`src/rtl/spi_master_engine_pkg.sv`:
```
// Shared types and field layout for the SPI master engine.
// The command word is {cmd, addr, len, wdata}; the header is {cmd, addr}.
package spi_pkg;

  typedef enum logic [2:0] {
    IDLE    = 3'd0,
    SETUP   = 3'd1,
    SHIFT_H = 3'd2,
    SHIFT_L = 3'd3,
    HOLD    = 3'd4,
    RXPUSH  = 3'd5,
    DONE    = 3'd6
  } state_e;

  localparam int CMD_MSB   = 31;
  localparam int CMD_LSB   = 28;
  localparam int ADDR_MSB  = 27;
  localparam int ADDR_LSB  = 24;
  localparam int LEN_MSB   = 23;
  localparam int LEN_LSB   = 16;
  localparam int WDATA_MSB = 15;
  localparam int WDATA_LSB = 0;
  localparam int HDR_BITS  = 8;

  // Data-phase bit count limited to what the shift register can carry.
  function automatic logic [7:0] clamp_len(input logic [7:0] len, input int max_len);
    logic [7:0] max8;
    max8 = 8'(max_len);
    return (len > max8) ? max8 : len;
  endfunction

endpackage

```
`src/rtl/spi_master_engine_if.sv`:
```
// Command/response stream between the APB register file (master) and the engine (slave).
interface spi_master_engine_if;
  logic [31:0] stream_data_tx_i;
  logic        stream_data_tx_vld_i;
  logic        stream_data_tx_rdy_o;
  logic [31:0] stream_data_rx_o;
  logic        stream_data_rx_vld_o;
  logic        stream_data_rx_rdy_i;

  modport master (
    output stream_data_tx_i, stream_data_tx_vld_i, stream_data_rx_rdy_i,
    input  stream_data_tx_rdy_o, stream_data_rx_o, stream_data_rx_vld_o
  );

  modport slave (
    input  stream_data_tx_i, stream_data_tx_vld_i, stream_data_rx_rdy_i,
    output stream_data_tx_rdy_o, stream_data_rx_o, stream_data_rx_vld_o
  );
endinterface

```
`src/rtl/spi_master_engine_half_period_cnt.sv`:
```
// Half-period timer: every phase lasts load_i cycles; tick_o marks the last cycle.
// Reloads itself on each tick so consecutive phases chain without a gap.
module spi_half_period_cnt #(
  parameter int DIV_W = 16
) (
  input  logic             pclk_i,
  input  logic             rst_n_i,
  input  logic             en_i,
  input  logic             restart_i,
  input  logic [DIV_W-1:0] load_i,
  output logic             tick_o
);

  localparam logic [DIV_W-1:0] ONE = {{(DIV_W-1){1'b0}}, 1'b1};

  logic [DIV_W-1:0] cnt_r;

  assign tick_o = (cnt_r == {DIV_W{1'b0}});

  // Down-counter: restart or end of phase reloads, otherwise count while enabled.
  always_ff @(posedge pclk_i or negedge rst_n_i) begin
    if (!rst_n_i) begin
      cnt_r <= {DIV_W{1'b0}};
    end else if (restart_i || (en_i && tick_o)) begin
      cnt_r <= load_i - ONE;
    end else if (en_i) begin
      cnt_r <= cnt_r - ONE;
    end else begin
      cnt_r <= cnt_r;
    end
  end

endmodule

```
`src/rtl/spi_master_engine.sv`:
```
// SPI mode-0 master: one chip-select frame per accepted command word,
// 8 header bits plus up to MAX_LEN data bits, read data returned on the rx stream.
module spi_master_engine
  import spi_pkg::*;
#(
  parameter int DIV_W    = 16,
  parameter int MAX_LEN  = 16,
  parameter int READ_BIT = 3
) (
  input  logic                pclk_i,
  input  logic                rst_n_i,
  input  logic                spi_clk_div_vld_i,
  input  logic [DIV_W-1:0]    spi_clk_div_i,
  spi_master_engine_if.slave  stream,
  output logic                eot_o,
  output logic                busy_o,
  output logic                spi_sclk_o,
  output logic                spi_cs_n_o,
  output logic                spi_mosi_o,
  input  logic                spi_miso_i
);

  localparam logic [DIV_W-1:0] DIV_ONE = {{(DIV_W-1){1'b0}}, 1'b1};

  state_e           state_r;
  logic [DIV_W-1:0] div_r;
  logic [DIV_W-1:0] div_nxt_s;
  logic [23:0]      sh_r;
  logic [15:0]      rx_sh_r;
  logic [4:0]       bit_r;
  logic [4:0]       last_r;
  logic             rd_r;
  logic             tx_rdy_r;
  logic             rx_vld_r;
  logic [31:0]      rx_data_r;
  logic             sclk_r;
  logic             cs_n_r;
  logic             mosi_r;
  logic             eot_r;
  logic             busy_r;
  logic             tick_s;
  logic             accept_s;
  logic             rd_s;
  logic [7:0]       len_c_s;
  logic [4:0]       last_s;
  logic [23:0]      frame_s;

  assign accept_s = stream.stream_data_tx_vld_i && tx_rdy_r;

  // Decode the incoming word; a read sends zeros in the data phase.
  always_comb begin
    rd_s    = stream.stream_data_tx_i[CMD_LSB + READ_BIT];
    len_c_s = clamp_len(stream.stream_data_tx_i[LEN_MSB:LEN_LSB], MAX_LEN);
    last_s  = 5'(8'(HDR_BITS - 1) + len_c_s);
    if (rd_s) begin
      frame_s = {stream.stream_data_tx_i[CMD_MSB:ADDR_LSB], 16'h0000};
    end else begin
      frame_s = {stream.stream_data_tx_i[CMD_MSB:ADDR_LSB],
                 stream.stream_data_tx_i[WDATA_MSB:WDATA_LSB]};
    end
    if (accept_s && spi_clk_div_vld_i) begin
      div_nxt_s = (spi_clk_div_i == {DIV_W{1'b0}}) ? DIV_ONE : spi_clk_div_i;
    end else begin
      div_nxt_s = div_r;
    end
  end

  spi_half_period_cnt #(.DIV_W(DIV_W)) u_hp_cnt (
    .pclk_i    (pclk_i),
    .rst_n_i   (rst_n_i),
    .en_i      (busy_r),
    .restart_i (accept_s),
    .load_i    (div_nxt_s),
    .tick_o    (tick_s)
  );

  // Frame sequencer; every SPI pin and status output is a register here.
  always_ff @(posedge pclk_i or negedge rst_n_i) begin
    if (!rst_n_i) begin
      state_r   <= IDLE;
      div_r     <= DIV_ONE;
      sh_r      <= 24'h000000;
      rx_sh_r   <= 16'h0000;
      bit_r     <= 5'd0;
      last_r    <= 5'd0;
      rd_r      <= 1'b0;
      tx_rdy_r  <= 1'b1;
      rx_vld_r  <= 1'b0;
      rx_data_r <= 32'h00000000;
      sclk_r    <= 1'b0;
      cs_n_r    <= 1'b1;
      mosi_r    <= 1'b0;
      eot_r     <= 1'b0;
      busy_r    <= 1'b0;
    end else begin
      div_r <= div_nxt_s;
      case (state_r)
        IDLE: begin
          if (accept_s) begin
            state_r  <= SETUP;
            tx_rdy_r <= 1'b0;
            busy_r   <= 1'b1;
            cs_n_r   <= 1'b0;
            sclk_r   <= 1'b0;
            mosi_r   <= frame_s[23];
            sh_r     <= {frame_s[22:0], 1'b0};
            rd_r     <= rd_s;
            last_r   <= last_s;
            bit_r    <= 5'd0;
            rx_sh_r  <= 16'h0000;
          end
        end
        SETUP: begin
          if (tick_s) begin
            state_r <= SHIFT_H;
            sclk_r  <= 1'b1;
          end
        end
        SHIFT_H: begin
          if (tick_s) begin
            sclk_r <= 1'b0;
            if (rd_r && (bit_r >= 5'(HDR_BITS))) begin
              rx_sh_r <= {rx_sh_r[14:0], spi_miso_i};
            end
            if (bit_r == last_r) begin
              state_r <= HOLD;
            end else begin
              state_r <= SHIFT_L;
              mosi_r  <= sh_r[23];
              sh_r    <= {sh_r[22:0], 1'b0};
              bit_r   <= bit_r + 5'd1;
            end
          end
        end
        SHIFT_L: begin
          if (tick_s) begin
            state_r <= SHIFT_H;
            sclk_r  <= 1'b1;
          end
        end
        HOLD: begin
          if (tick_s) begin
            cs_n_r <= 1'b1;
            mosi_r <= 1'b0;
            if (rd_r) begin
              state_r   <= RXPUSH;
              rx_vld_r  <= 1'b1;
              rx_data_r <= {16'h0000, rx_sh_r};
            end else begin
              state_r <= DONE;
              eot_r   <= 1'b1;
            end
          end
        end
        RXPUSH: begin
          if (stream.stream_data_rx_rdy_i) begin
            rx_vld_r <= 1'b0;
            state_r  <= DONE;
            eot_r    <= 1'b1;
          end
        end
        DONE: begin
          eot_r    <= 1'b0;
          busy_r   <= 1'b0;
          tx_rdy_r <= 1'b1;
          state_r  <= IDLE;
        end
        default: begin
          state_r  <= IDLE;
          eot_r    <= 1'b0;
          busy_r   <= 1'b0;
          tx_rdy_r <= 1'b1;
          rx_vld_r <= 1'b0;
          sclk_r   <= 1'b0;
          cs_n_r   <= 1'b1;
          mosi_r   <= 1'b0;
        end
      endcase
    end
  end

  assign stream.stream_data_tx_rdy_o = tx_rdy_r;
  assign stream.stream_data_rx_o     = rx_data_r;
  assign stream.stream_data_rx_vld_o = rx_vld_r;
  assign eot_o      = eot_r;
  assign busy_o     = busy_r;
  assign spi_sclk_o = sclk_r;
  assign spi_cs_n_o = cs_n_r;
  assign spi_mosi_o = mosi_r;

endmodule

```
`src/flat_wrapper.sv`:
```
// flat-port wrapper written by rule: the top's interface ports become plain ports
module spi_master_engine_flat import spi_pkg::*;
#(
  parameter int DIV_W    = 16,
  parameter int MAX_LEN  = 16,
  parameter int READ_BIT = 3
)
  (pclk_i, rst_n_i, spi_clk_div_vld_i, spi_clk_div_i, eot_o, busy_o, spi_sclk_o, spi_cs_n_o, spi_mosi_o, spi_miso_i, stream_stream_data_tx_i, stream_stream_data_tx_vld_i, stream_stream_data_rx_rdy_i, stream_stream_data_tx_rdy_o, stream_stream_data_rx_o, stream_stream_data_rx_vld_o);
  spi_master_engine_if stream_i ();
  input  logic pclk_i;
  input  logic rst_n_i;
  input  logic spi_clk_div_vld_i;
  input  logic [DIV_W-1:0] spi_clk_div_i;
  output logic eot_o;
  output logic busy_o;
  output logic spi_sclk_o;
  output logic spi_cs_n_o;
  output logic spi_mosi_o;
  input  logic spi_miso_i;
  input wire logic [$bits(stream_i.stream_data_tx_i)-1:0] stream_stream_data_tx_i;
  input wire logic [$bits(stream_i.stream_data_tx_vld_i)-1:0] stream_stream_data_tx_vld_i;
  input wire logic [$bits(stream_i.stream_data_rx_rdy_i)-1:0] stream_stream_data_rx_rdy_i;
  output wire logic [$bits(stream_i.stream_data_tx_rdy_o)-1:0] stream_stream_data_tx_rdy_o;
  output wire logic [$bits(stream_i.stream_data_rx_o)-1:0] stream_stream_data_rx_o;
  output wire logic [$bits(stream_i.stream_data_rx_vld_o)-1:0] stream_stream_data_rx_vld_o;
  assign stream_i.stream_data_tx_i = stream_stream_data_tx_i;
  assign stream_i.stream_data_tx_vld_i = stream_stream_data_tx_vld_i;
  assign stream_i.stream_data_rx_rdy_i = stream_stream_data_rx_rdy_i;
  assign stream_stream_data_tx_rdy_o = stream_i.stream_data_tx_rdy_o;
  assign stream_stream_data_rx_o = stream_i.stream_data_rx_o;
  assign stream_stream_data_rx_vld_o = stream_i.stream_data_rx_vld_o;
  spi_master_engine #(.DIV_W(DIV_W), .MAX_LEN(MAX_LEN), .READ_BIT(READ_BIT)) u_core (.pclk_i(pclk_i), .rst_n_i(rst_n_i), .spi_clk_div_vld_i(spi_clk_div_vld_i), .spi_clk_div_i(spi_clk_div_i), .stream(stream_i), .eot_o(eot_o), .busy_o(busy_o), .spi_sclk_o(spi_sclk_o), .spi_cs_n_o(spi_cs_n_o), .spi_mosi_o(spi_mosi_o), .spi_miso_i(spi_miso_i));
endmodule
```
`config.mk`:
```
export PLATFORM = sky130hd
export DESIGN_NAME = spi_master_engine_flat
export DESIGN_NICKNAME = d
export VERILOG_FILES = /design/src/rtl/spi_master_engine_pkg.sv /design/src/rtl/spi_master_engine_if.sv /design/src/rtl/spi_master_engine_half_period_cnt.sv /design/src/rtl/spi_master_engine.sv /design/src/flat_wrapper.sv
export SDC_FILE = /design/constraint.sdc
export NUM_CORES = 1
export LEC_CHECK = 0
export CORE_ASPECT_RATIO = 0.6
export CORE_MARGIN = 3
export CORE_UTILIZATION = 25
export DETAILED_ROUTE_END_ITERATION = 8
export MAX_ROUTING_LAYER = met4
export SLEW_MARGIN = 20
export SYNTH_ARGS = -nofsm -noshare
export SYNTH_HDL_FRONTEND = slang
export SYNTH_SLANG_ARGS = --single-unit
```
`constraint.sdc`:
```
create_clock -name pclk_i -period 4.7 [get_ports pclk_i]
set_input_delay 0.705 -clock pclk_i [delete_from_list [all_inputs] [get_ports pclk_i]]
set_output_delay 0.705 -clock pclk_i [all_outputs]
set_load 0.01 [all_outputs]
```
==> qor.yml <==
worst_setup_path:
  cp-end-kind: "flop"
  arrival_ps: 3660
  worstSetupPathType: "flop to flop"
  crit_required_ps: 4940
  crit_path_max_fanout: 13
  start_kind: "flop"
cts:
  postCtsSetupBuffers: 0
  clock_latency_ps: 350
  postCtsResizedCells: 0
  cts-root-buf: "clkbuf_16"
  holdBufCountCts: 0
  clockBufferDepth: 2
  clock_sinks: 108
  cts_tree: "done"
  htree_levels: 3
  cts.clk_slew.worst_paths_ps: 80
  numCtsBuffers: 9
logic_synthesis:
  yosysTopAreaCell: "dfrtp_1"
  synth_seq_cells: 108
  seq_area_frac_synth: 0.477
  synth_top_area_share: 0.463
  synthTopCellsByArea: "dfrtp_1 (46%), nand2_1 (6.4%), a21oi_1 (4.8%)"
  yosysWarnings: 0
  syn_area_per_cell_sq_um: 9.17
  syn_inst: 619
  synth_edf_count: 0
  syn_area_sq_um: 5670
  synth_cell_types: 62
  synth_flop_cell: "dfrtp_1"
  async_reset_ff_frac: 1.00
sta:
  skew_ps: 10.2
  finalCritPeriodShare: 0.726
  slew_viol_final: 0
  fin_crit_ps: 3410
  fin_tns_setup_ps: 0
  rsz0062_at_grt: "no"
  hold_viol: 0
  slew_headroom: 0.310
  holdWs_ps: 500
  setup_slack_ps: 1290
  fmax_mhz: 293
  setup_viol: 0
  worst_pin_slew_ps: 1030
global_routing:
  grt_start_max_net_pins: 71
  antenna_found_initial: 0
  grt_pass1_wl_mm: 23.9
  gr-usage-met1: 0.188
  met2_usage: 0.159
  grt-busiest-layer: "met1"
  grt.total_usage: 0.125
  grt.overflow.total: 0
  grt_pass1_vias: 4371
  grt_use_met3: 0.0374
power_and_ir_drop:
  irDropWorstVdd_mv: 0.193
  totalPowerFinal_uw: 3560
  power_density_nw_per_um2: 510
  p_int_uw: 2130
  seq_power_share: 0.423
  power.clock.fraction: 0.216
  netSwitchingPower_uw: 1430
  swShare: 0.401
  p_leak_uw: 0.00291
  p_comb_frac: 0.360
floorplan:
  die_w_microns: 200
  dieArea_sq_um: 24600
  fp-row-count: 42
  start_util: 0.256
  boundaryPins: 93
  core_sq_um: 22200
  die_h_microns: 123
placement:
  place_congestion: 0.880
  place_ws_ps: 998
  placedCellCount: 975
  dp_hpwl_mm: 10.7
  portBuffers: 76
route:
  vias_per_cell: 4.72
  vias: 4680
  drtPass1Iterations: 5
  drt_iter0_markers: 316
  wire_per_inst_microns: 14.9
  ant_nets: 0
  wirelength_mm: 14.8
  drc: 0
finish:
  diodes: 0
  fin_cells: 991
  drive_gt1_frac: 0.0893
  fill_cells: 2375
  layout.nets: 736
  synthToLayoutAreaGrowth_pct: 23.0
min_path:
  hold_class: "primary input to async pin"
run:
  cap_violations: 0
status:
  status: "completed"
==> layer usage <==
layer	vias up	share of wire	routed length (microns)
met5	-	0	0
met1	2233	0.54	7950
li1	2300	-	-
met4	0	0.013	191
met2	132	0.38	5550
met3	15	0.074	1090
==> worst max-delay path, stage by stage (launching register included) <==
cell     delay [ps]
dfrtp_1         420
or4_1           590
or4_4           580
o21ai_2         250
mux2i_1         270
ha_1            520
and2_1          340
a41oi_1         150
o21a_1          190
==> state kept, by name, indices dropped and copies added, names as in the netlist, 3 cells and up <==
register	count
u_core.bit_r	5
u_core.div_r	16
u_core.last_r	5
u_core.rx_sh_r	16
u_core.sh_r	23
u_core.state_r	3
u_core.stream.stream_data_rx_o	16
u_core.u_hp_cnt.cnt_r	16
==> Yosys cell counts (all sizes together) (3+ instances only) <==
cell type,n
nand4,3
dfstp,3
xor2,5
a21oi,54
nor3b,18
nand4b,3
nor4,9
or4,3
a22o,16
dfrtp,105
o2111ai,3
or2,3
nor2,60
a211oi,6
o21ai,26
nor3,17
o21a,10
o211ai,3
buf,21
nand3,11
a31oi,19
and2,3
a311oi,3
mux2i,9
ha,4
or3,5
clkbuf,29
inv,15
nand2,96
mux2,21
o31ai,5
a21o,3
and3,4
==> cell type report <==
cell class              count  area (sq um)  share of cell area
flip-flops and latches    108          2710               0.388
clock buffers              10           239              0.0342
well taps                 308           385              0.0552
multi-input cells         461          2720               0.389
inverters                  15          56.3             0.00807
clock inverters             6          63.8             0.00914
repair buffers             83           811               0.116
==> cell usage in the layout, fill, tap and decap left out, types with 4 or more instances in the layout <==
cell | Yosys | final
a31oi_1 | 19 | 19
and3_1 | 4 | 4
ha_1 | 4 | 4
xor2_1 | 5 | 5
or3_1 | 5 | 5
nor2_1 | 60 | 59
mux2_2 | 21 | 21
a22o_1 | 16 | 16
nor3b_1 | 18 | 18
nor4_1 | 9 | 9
clkbuf_16 | 0 | 9
o31ai_1 | 4 | 4
o21ai_0 | 24 | 24
nand3_1 | 11 | 11
a211oi_1 | 5 | 5
conb_1 | 1 | 16
nor3_1 | 17 | 16
a21oi_1 | 54 | 54
nand2_1 | 96 | 96
dfrtp_1 | 105 | 105
buf_4 | 19 | 8
o21a_1 | 9 | 9
mux2i_1 | 9 | 9
clkdlybuf4s50_1 | 0 | 75
inv_1 | 15 | 15
==> stage by stage <==
stage	util	area (sq um)
3_3_place_gp	0.301	6670
4_1_cts	0.315	6980
5_1_grt	0.315	6980
2_1_floorplan	-	5730
6_report	0.315	6980
3_5_place_dp	0.301	6680
==> logic make-up after synthesis <==
family,after synthesis,share of synthesized area
muxes,30,0.0576
AOI/OAI and AO/OA,164,0.192
other,1,0.000661
adders and majority gates,4,0.00882
and+or+nand+nor,240,0.197
xor gates and xnor gates,7,0.0108
DFF,108,0.477
buffers and inverters,65,0.0560
==> worst paths after layout <==
check | to | slack, ps | cells after the start | from
max | u_core.u_hp_cnt.cnt_r[6]$_DFFE_PN0P_ | 1290 | 8 | u_core.u_hp_cnt.cnt_r[1]$_DFFE_PN0P_
min | u_core.u_hp_cnt.cnt_r[14]$_DFFE_PN0P_ | 500 | 1 | rst_n_i
max reg2reg | u_core.u_hp_cnt.cnt_r[6]$_DFFE_PN0P_ | 1290 | 8 | u_core.u_hp_cnt.cnt_r[1]$_DFFE_PN0P_
min reg2reg | u_core.last_r[3]$_DFFE_PN0P_ | 510 | 2 | u_core.last_r[3]$_DFFE_PN0P_
max in group asynchronous | u_core.last_r[3]$_DFFE_PN0P_ | 3130 | 2 | rst_n_i
min in group pclk_i | u_core.last_r[3]$_DFFE_PN0P_ | 510 | 2 | u_core.last_r[3]$_DFFE_PN0P_
==> power by group through the flow <==
| stage | Clock, uW | Combinational (uW) | Sequential (uW) |
|---|---|---|---|
| floorplan | 0 | 934 | 1440 |
| global placement | 0 | 1260 | 1520 |
| detailed placement | 0 | 1270 | 1520 |
| CTS | 802 | 1280 | 1510 |
| global route | 835 | 1460 | 1560 |
| finish | 770 | 1280 | 1510 |
No activity file was read; power rests on OpenSTA's default activity.
